`src/rtl/pipe_pkg.sv`:
```
// rtl/pipe_pkg.sv - shared pipeline control-group widths, bit positions and helpers
// Used by the decoder and by every pipeline register downstream of it.
package pipe_pkg;

   localparam int WB_W = 2;
   localparam int M_W  = 3;
   localparam int EX_W = 4;

   // WB group: {RegWrite, MemtoReg}
   localparam int WB_REGWRITE = 1;
   localparam int WB_MEMTOREG = 0;

   // M group: {Branch, MemRead, MemWrite}
   localparam int M_BRANCH   = 2;
   localparam int M_MEMREAD  = 1;
   localparam int M_MEMWRITE = 0;

   // EX group: {RegDst, ALUOp[1:0], ALUSrc}
   localparam int EX_REGDST   = 3;
   localparam int EX_ALUOP_HI = 2;
   localparam int EX_ALUOP_LO = 1;
   localparam int EX_ALUSRC   = 0;

   typedef struct packed {
      logic [WB_W-1:0] wb;
      logic [M_W-1:0]  m;
      logic [EX_W-1:0] ex;
   } ctrl_t;

   localparam ctrl_t CTRL_NOP = '0;

   function automatic logic is_memread(input logic [M_W-1:0] m);
      return m[M_MEMREAD];
   endfunction

endpackage

```
`src/rtl/hazard_detect.sv`:
```
// rtl/hazard_detect.sv - combinational load-use hazard detection for the ID/EX boundary
// Ports:
//   ex_m      - M control group currently held in ID/EX (the EX-stage instruction)
//   ex_rt     - rt specifier currently held in ID/EX (load destination)
//   id_rs     - rs specifier of the instruction now in ID
//   id_rt     - rt specifier of the instruction now in ID
//   flush     - taken branch kills the ID instruction this cycle
//   hazard    - load-use dependency detected (raw, before flush masking)
//   pc_write  - 0 holds the PC
//   ifid_write- 0 holds the IF/ID register
module hazard_detect
   import pipe_pkg::*;
#(
   parameter int RW = 5
) (
   input  logic [M_W-1:0] ex_m,
   input  logic [RW-1:0]  ex_rt,
   input  logic [RW-1:0]  id_rs,
   input  logic [RW-1:0]  id_rt,
   input  logic           flush,
   output logic           hazard,
   output logic           pc_write,
   output logic           ifid_write
);

   logic rt_nonzero;
   logic rt_match;

   // A load into $zero never produces a usable value, so it never stalls.
   assign rt_nonzero = (ex_rt != '0);
   assign rt_match   = (ex_rt == id_rs) || (ex_rt == id_rt);
   assign hazard     = is_memread(ex_m) && rt_nonzero && rt_match;

   // A flush must let the fetch redirect through even if the killed
   // instruction would otherwise have stalled.
   assign pc_write   = ~hazard | flush;
   assign ifid_write = ~hazard | flush;

endmodule

```
`src/rtl/id_ex_stage.sv`:
```
// rtl/id_ex_stage.sv - ID/EX pipeline register with load-use bubble insertion and stall counter
// Ports:
//   clk, rst                      - rising-edge clock, async active-high reset
//   wb_in, m_in, ex_in            - decoder control groups for the ID instruction
//   flush                         - taken branch in MEM; kill the ID instruction
//   npc_in, rd1_in, rd2_in, imm_in- PC+4, register reads, sign-extended immediate
//   rs_in, rt_in, rd_in           - register specifiers of the ID instruction
//   wb_out, m_out, ex_out         - registered control groups presented to EX
//   npc_out .. rd_out             - registered data and specifiers
//   pc_write, ifid_write          - 0 = hold PC / IF/ID (combinational)
//   stall_cnt                     - saturating count of inserted bubbles
module id_ex_stage
   import pipe_pkg::*;
#(
   parameter int DW = 32,
   parameter int RW = 5,
   parameter int CW = 16
) (
   input  logic            clk,
   input  logic            rst,
   input  logic [WB_W-1:0] wb_in,
   input  logic [M_W-1:0]  m_in,
   input  logic [EX_W-1:0] ex_in,
   input  logic            flush,
   input  logic [DW-1:0]   npc_in,
   input  logic [DW-1:0]   rd1_in,
   input  logic [DW-1:0]   rd2_in,
   input  logic [DW-1:0]   imm_in,
   input  logic [RW-1:0]   rs_in,
   input  logic [RW-1:0]   rt_in,
   input  logic [RW-1:0]   rd_in,
   output logic [WB_W-1:0] wb_out,
   output logic [M_W-1:0]  m_out,
   output logic [EX_W-1:0] ex_out,
   output logic [DW-1:0]   npc_out,
   output logic [DW-1:0]   rd1_out,
   output logic [DW-1:0]   rd2_out,
   output logic [DW-1:0]   imm_out,
   output logic [RW-1:0]   rs_out,
   output logic [RW-1:0]   rt_out,
   output logic [RW-1:0]   rd_out,
   output logic            pc_write,
   output logic            ifid_write,
   output logic [CW-1:0]   stall_cnt
);

   logic  hazard;
   logic  stall;
   ctrl_t ctrl_q;
   ctrl_t ctrl_d;

   hazard_detect #(
      .RW(RW)
   ) u_hazard (
      .ex_m       (m_out),
      .ex_rt      (rt_out),
      .id_rs      (rs_in),
      .id_rt      (rt_in),
      .flush      (flush),
      .hazard     (hazard),
      .pc_write   (pc_write),
      .ifid_write (ifid_write)
   );

   // A real stall only happens when the hazard is not overridden by a flush.
   assign stall = hazard & ~flush;

   // Flush and bubble both zero the control; the data fields are then inert.
   always_comb begin
      ctrl_d = CTRL_NOP;
      if (!flush && !hazard) begin
         ctrl_d.wb = wb_in;
         ctrl_d.m  = m_in;
         ctrl_d.ex = ex_in;
      end
   end

   always_ff @(posedge clk or posedge rst) begin
      if (rst) begin
         ctrl_q <= CTRL_NOP;
      end else begin
         ctrl_q <= ctrl_d;
      end
   end

   assign wb_out = ctrl_q.wb;
   assign m_out  = ctrl_q.m;
   assign ex_out = ctrl_q.ex;

   always_ff @(posedge clk or posedge rst) begin
      if (rst) begin
         npc_out <= '0;
         rd1_out <= '0;
         rd2_out <= '0;
         imm_out <= '0;
         rs_out  <= '0;
         rt_out  <= '0;
         rd_out  <= '0;
      end else begin
         npc_out <= npc_in;
         rd1_out <= rd1_in;
         rd2_out <= rd2_in;
         imm_out <= imm_in;
         rs_out  <= rs_in;
         rt_out  <= rt_in;
         rd_out  <= rd_in;
      end
   end

   // Saturate at all-ones so a long debug run never wraps to a small value.
   always_ff @(posedge clk or posedge rst) begin
      if (rst) begin
         stall_cnt <= '0;
      end else if (stall && (stall_cnt != {CW{1'b1}})) begin
         stall_cnt <= stall_cnt + 1'b1;
      end
   end

endmodule
```
`config.mk`:
```
export PLATFORM = sky130hd
export DESIGN_NAME = id_ex_stage
export DESIGN_NICKNAME = d
export VERILOG_FILES = /design/src/rtl/pipe_pkg.sv /design/src/rtl/hazard_detect.sv /design/src/rtl/id_ex_stage.sv
export SDC_FILE = /design/constraint.sdc
export NUM_CORES = 1
export LEC_CHECK = 0
export ABC_AREA = 1
export CORE_MARGIN = 2
export CORE_UTILIZATION = 33
export CTS_CLUSTER_DIAMETER = 150
export CTS_CLUSTER_SIZE = 10
export DETAILED_ROUTE_END_ITERATION = 8
export GPL_TIMING_DRIVEN = 0
export PLACE_DENSITY_LB_ADDON = 0.08
export SYNTH_ARGS = -nofsm -noshare
export SYNTH_HDL_FRONTEND = slang
export SYNTH_SLANG_ARGS = --single-unit
```
`constraint.sdc`:
```
create_clock -name clk -period 5.15 [get_ports clk]
set_input_delay 1.03 -clock clk [delete_from_list [all_inputs] [get_ports clk]]
set_output_delay 1.03 -clock clk [all_outputs]
set_load 0.02 [all_outputs]
```
-- Word level (Yosys, flattened, before mapping)
Index checks and enable logic that the tools add are counted.
- add/subtract/negate cells: 1
- eq/ne operators: 3
- muxes and demuxes: 1
- bitwise logic cells: 4
- reductions and logical operators: 8
- operators by type and width (operator ; number):
    $add A16 B1 Y16 const B ; 1
    $ne A16 B16 Y1 const B ; 1
    $eq A5 B5 Y1 ; 2
    $mux W9 ; 1
    $reduce_bool A5 Y1 ; 1
    $logic_and A1 B1 Y1 ; 4
    $logic_not A1 Y1 ; 2
    $not A1 Y1 ; 2
    $and A1 B1 Y1 ; 1
    $logic_or A1 B1 Y1 ; 1
    $or A1 B1 Y1 ; 1
- register bits: 168
- bits of input ports: 155
- output and inout bits: 170
- word-level logic and storage cells: 28

-- Logic depth before layout (Yosys ltp)
- word-level depth: 6
- gate-level depth with buffers: 11
- mapped depth without buffers: 10

-- By module
Synthesis repeated with hierarchy kept, for this count alone.
- cells, all modules: 390
- area, all modules: 5196.2 um^2
- modules (own cells, without submodules) (module ; instances ; cells an instance ; area each (um^2)):
    id_ex_stage ; 1 ; 336 ; 4968.5
    hazard_detect ; 1 ; 54 ; 227.7

-- Least setup slack after synthesis
No wires, ideal clock.
- path type: input-to-output
- start: input rs_in[4]
- end: output pc_write
- data arrival time: 1.811 ns
- data required time: 4.120 ns
- slack: 2.309 ns
- cell stages on the path: 8
- path through: inv_1 > nand2_1 > nand2_1 > nor2_1 > nand3_1 > nand2_2 > nand3_2 > buf_4
- cells in the longest elaborated chain, start to end: 5
- RTL lines (element ; RTL line ; source):
    start, declared ; id_ex_stage.sv:29 ; input logic [RW-1:0] rs_in,
    $eq A5 B5 Y1 ; hazard_detect.sv:31 ; assign rt_match = (ex_rt == id_rs) || (ex_rt == id_rt);
    $logic_or A1 B1 Y1 ; hazard_detect.sv:31 ;
    $logic_and A1 B1 Y1 ; hazard_detect.sv:32 ; assign hazard = is_memread(ex_m) && rt_nonzero && rt_match;
    $not A1 Y1 ; - ;
    $or A1 B1 Y1 ; - ;
    end, declared ; id_ex_stage.sv:42 ; output logic pc_write,
No other way between the ends.

-- Final worst setup path
- start: input rt_in[0]
- end: output pc_write
- cells in the longest elaborated chain, start to end: 5
- RTL lines (element ; RTL line ; source):
    start, declared ; id_ex_stage.sv:30 ; input logic [RW-1:0] rt_in,
    $eq A5 B5 Y1 ; hazard_detect.sv:31 ;
    $logic_or A1 B1 Y1 ; hazard_detect.sv:31 ;
    $logic_and A1 B1 Y1 ; hazard_detect.sv:32 ;
    $not A1 Y1 ; hazard_detect.sv:36 ; assign pc_write = ~hazard | flush;
    $or A1 B1 Y1 ; hazard_detect.sv:36 ;
No other way between the ends.

==> summary.txt <==
Run status
  – Result of the run: finished clean

Placement
  – Post-place instance area: 8680 um^2
  – Post-DP HPWL: 12.2 mm
  – Port-buffer cells: 324
  – Cell count after placement: 866
  – Global placer's final weighted congestion: 0.790

Clocking
  – Hold buffer count at cts: 0
  – Clock H-tree levels: 4
  – Maximum clock insertion buffer count: 2
  – Inserted Clock Buffers: 17
  – Resized Gates After CTS: 0
  – Buffer type at the clock tree root: sky130_fd_sc_hd__clkbuf_16
  – TritonCTS clock tree: done
  – Clock sink count: 168
  – Setup bufs post-CTS: 0
  – Clock latency reported for the late side of the worst-skew pair: 0.41 ns
  – Clock-pin slew on the worst setup and hold paths: 0.06 ns

Pwr
  – Combinational power share: 0.138
  – Fraction of power spent switching nets: 0.231
  – Ratio of total power to cell area: 323 nW/um^2
  – Reported net switching power: 686 uW
  – Clock group share of total power: 0.386
  – Peak supply drop: 0.000218 V
  – P_leak: 0.00412 uW
  – Cell-internal power: 2280 uW
  – Relative contribution of sequential cells to total power: 0.475

Synthesis
  – Per-instance average area after synthesis: 14.6 um^2
  – Syn Nets: 505
  – Most area-hungry cell type in the Yosys netlist: sky130_fd_sc_hd__dfrtp_1
  – Proportion of netlist area held by the largest area contributor: 0.826
  – Synthesis-stage register bit count: 168
  – Distinct cell type count of the synthesized netlist: 22
  – Count of synthesis-stage warnings from yosys: 0
  – Register area share after synthesis: 0.826
  – Syn Std Cell Area: 5090 um^2
  – Cells after synthesis: 349
  – Biggest area contributors in the synthesized netlist: sky130_fd_sc_hd__dfrtp_1 (83%), sky130_fd_sc_hd__nand2_1 (6.2%), sky130_fd_sc_hd__inv_1 (2.4%)

Final layout
  – Total number of nets in the final design: 853
  – Fraction of final layout cells sized beyond drive strength 1: 0.0636
  – Count of inserted antenna diode cells: 0
  – Total non-filler cell area in the finished layout: 9210 um^2
  – Most common library cell in the layout ignoring fill and taps: sky130_fd_sc_hd__clkdlybuf4s50_1
  – Post-synthesis to final-layout area growth: 80.8%
  – Final Util: 0.608
  – Final Non-Filler Cells: 895
  – Count of filler cells inserted in the layout: 1212
  – Commonest cells after routing, fill and taps aside: sky130_fd_sc_hd__clkdlybuf4s50_1 (324), sky130_fd_sc_hd__dfrtp_1 (168), sky130_fd_sc_hd__nand2_1 (84)

Floorplan
  – Die outline height: 128 um
  – Ports: 325
  – Initial Utilization: 0.336
  – Die area: 16400 um^2
  – Number of core rows: 45
  – Core footprint: 15100 um^2
  – Horizontal die dimension: 128 um

Timing
  – Fin. Hold Viols: 0
  – Pins Over Slew Limit: 0
  – Setup TNS: 0 ns
  – Tmin final: 3.83 ns
  – Maximum frequency from static timing analysis: 0.261 GHz
  – Hold Slack: 0.542 ns
  – Final Cycle Share: 0.744
  – Actual transition at the worst max-transition pin: 0.537 ns
  – Relative slew margins: 0.641
  – Final setup violation count: 0
  – RSZ-0062 raised after global routing: no
  – Skew final: 0.00702 ns

Detailed routing
  – Number of detailed-routing iterations run before antenna repair: 4
  – Detailed-route DRC error count: 0
  – Vias per cell: 4.18
  – Post-detailed-route wirelength per cell: 16.8 um
  – Total Routed Length: 15.1 mm
  – Post-route antenna net violation count: 0
  – First-iteration detailed-routing DRC count: 66
  – Via Count: 3743

Setup path
  – Launching element type of the critical path: input port
  – Crit path kind: in2out
  – Arrival time of data at the critical path endpoint: 2.80 ns
  – Kind of end point of the critical path: primary output
  – Max Fanout on Critical Path: 3
  – Data required time of the worst path: 4.12 ns

Global route
  – Overall fraction of global-route tracks in use: 0.193
  – Total gr overflow: 0
  – First-pass GRT wire length: 23.1 mm
  – Largest net degree at the start of global routing: 39
  – Number of global-route vias before repair: 3976
  – Number of antenna violations at the first check in global routing: 0

Min path
  – Path class of the lowest-slack min-delay path: reg2reg

Flow run
  – Max capacitance violation total: 0
## registers in the layout (all words and copies together), names as in the netlist
name and count:
rd1_out 32, rs_out 5, m_out 3, rd2_out 32, ex_out 4, npc_out 32
rt_out 5, wb_out 2, stall_cnt 16, rd_out 5, imm_out 32
## power groups by stage
stage	sequential [uW]	combinational, uW	clock (uW)
detailed placement	1440	416	0
CTS	1410	418	1180
finish	1410	411	1150
global placement	1440	404	0
floorplan	1520	44.3	0
global route	1420	438	1230
## cell type report
type                            count  area, um^2  area share
Buffer                              3        33.8     0.00367
Clock buffer                       21         450      0.0489
Timing Repair Buffer              329        3350       0.364
Multi-Input combinational cell    144         726      0.0788
Sequential cell                   168        4200       0.457
Clock inverter                      8        75.1     0.00815
Tap cell                          188         235      0.0256
Inverter                           34         131      0.0143
## per-stage QoR
stage	setup slack (ns)	total power (uW)
after floorplan	1.98	1560
after global placement	0.626	1840
after detailed placement	1.30	1850
after CTS	1.30	3010
after global routing	1.15	3090
final	1.32	2970
## per-layer routing
layer	vias up	track usage	wire (um)
li1	1750	-	-
met1	1773	0.209	5370
met2	194	0.329	7800
met3	26	0.0868	1510
met4	0	0.0750	373
met5	-	0	0
## path summary, 6_finish.rpt
| check | startpoint | endpoint | slack (ns) | depth (start not counted) |
|---|---|---|---|---|
| worst max-delay path | rt_in[0] | pc_write | 1.32 | 10 |
| worst min-delay path | stall_cnt[12]$_DFFE_PP0P_ | stall_cnt[12]$_DFFE_PP0P_ | 0.54 | 2 |
| worst max register to register | stall_cnt[0]$_DFFE_PP0P_ | stall_cnt[1]$_DFFE_PP0P_ | 3.36 | 10 |
| worst min register to register | stall_cnt[12]$_DFFE_PP0P_ | stall_cnt[12]$_DFFE_PP0P_ | 0.54 | 2 |
| max in group asynchronous | rst | rd_out[2]$_DFF_PP0_ | 3.15 | 5 |
| min in group asynchronous | rst | rd1_out[25]$_DFF_PP0_ | 1.03 | 2 |
## critical path: stages
cell and delay, ns:
sky130_fd_sc_hd__clkdlybuf4s50_1 0.51, sky130_fd_sc_hd__nand2_1 0.07, sky130_fd_sc_hd__inv_1 0.05, sky130_fd_sc_hd__nor2_1 0.03, sky130_fd_sc_hd__nor2_1 0.10, sky130_fd_sc_hd__nand3_1 0.09, sky130_fd_sc_hd__nand2_2 0.11, sky130_fd_sc_hd__nand3_2 0.12
sky130_fd_sc_hd__buf_4 0.15, sky130_fd_sc_hd__clkdlybuf4s50_1 0.52
## logic make-up after synthesis
family          Yosys count  synth area share
compound gates            1          0.000982
xor+xnor                 16            0.0275
fa+ha+maj                 1           0.00246
buf+inv                  37            0.0317
flops                   168             0.826
simple gates            126             0.112
## synthesized netlist by cell type
cell type                  instances
sky130_fd_sc_hd__nand4_4           1
sky130_fd_sc_hd__nand2_2           1
sky130_fd_sc_hd__xnor2_1           8
sky130_fd_sc_hd__nand2_1          84
sky130_fd_sc_hd__nand3b_1          2
sky130_fd_sc_hd__buf_8             1
sky130_fd_sc_hd__inv_2             2
sky130_fd_sc_hd__dfrtp_1         168
sky130_fd_sc_hd__inv_1            32
sky130_fd_sc_hd__nand4_1           3
sky130_fd_sc_hd__and2b_4           1
sky130_fd_sc_hd__buf_6             1
sky130_fd_sc_hd__o21ai_0           1
sky130_fd_sc_hd__xor2_1            8
sky130_fd_sc_hd__nand3_1           6
sky130_fd_sc_hd__nor2_4            2
sky130_fd_sc_hd__nor3_1            4
sky130_fd_sc_hd__ha_1              1
sky130_fd_sc_hd__buf_4             1
sky130_fd_sc_hd__nand3_2           2
sky130_fd_sc_hd__nor2_1           19
sky130_fd_sc_hd__nand3_4           1
Note: power is estimated with default switching activity, not from simulation.
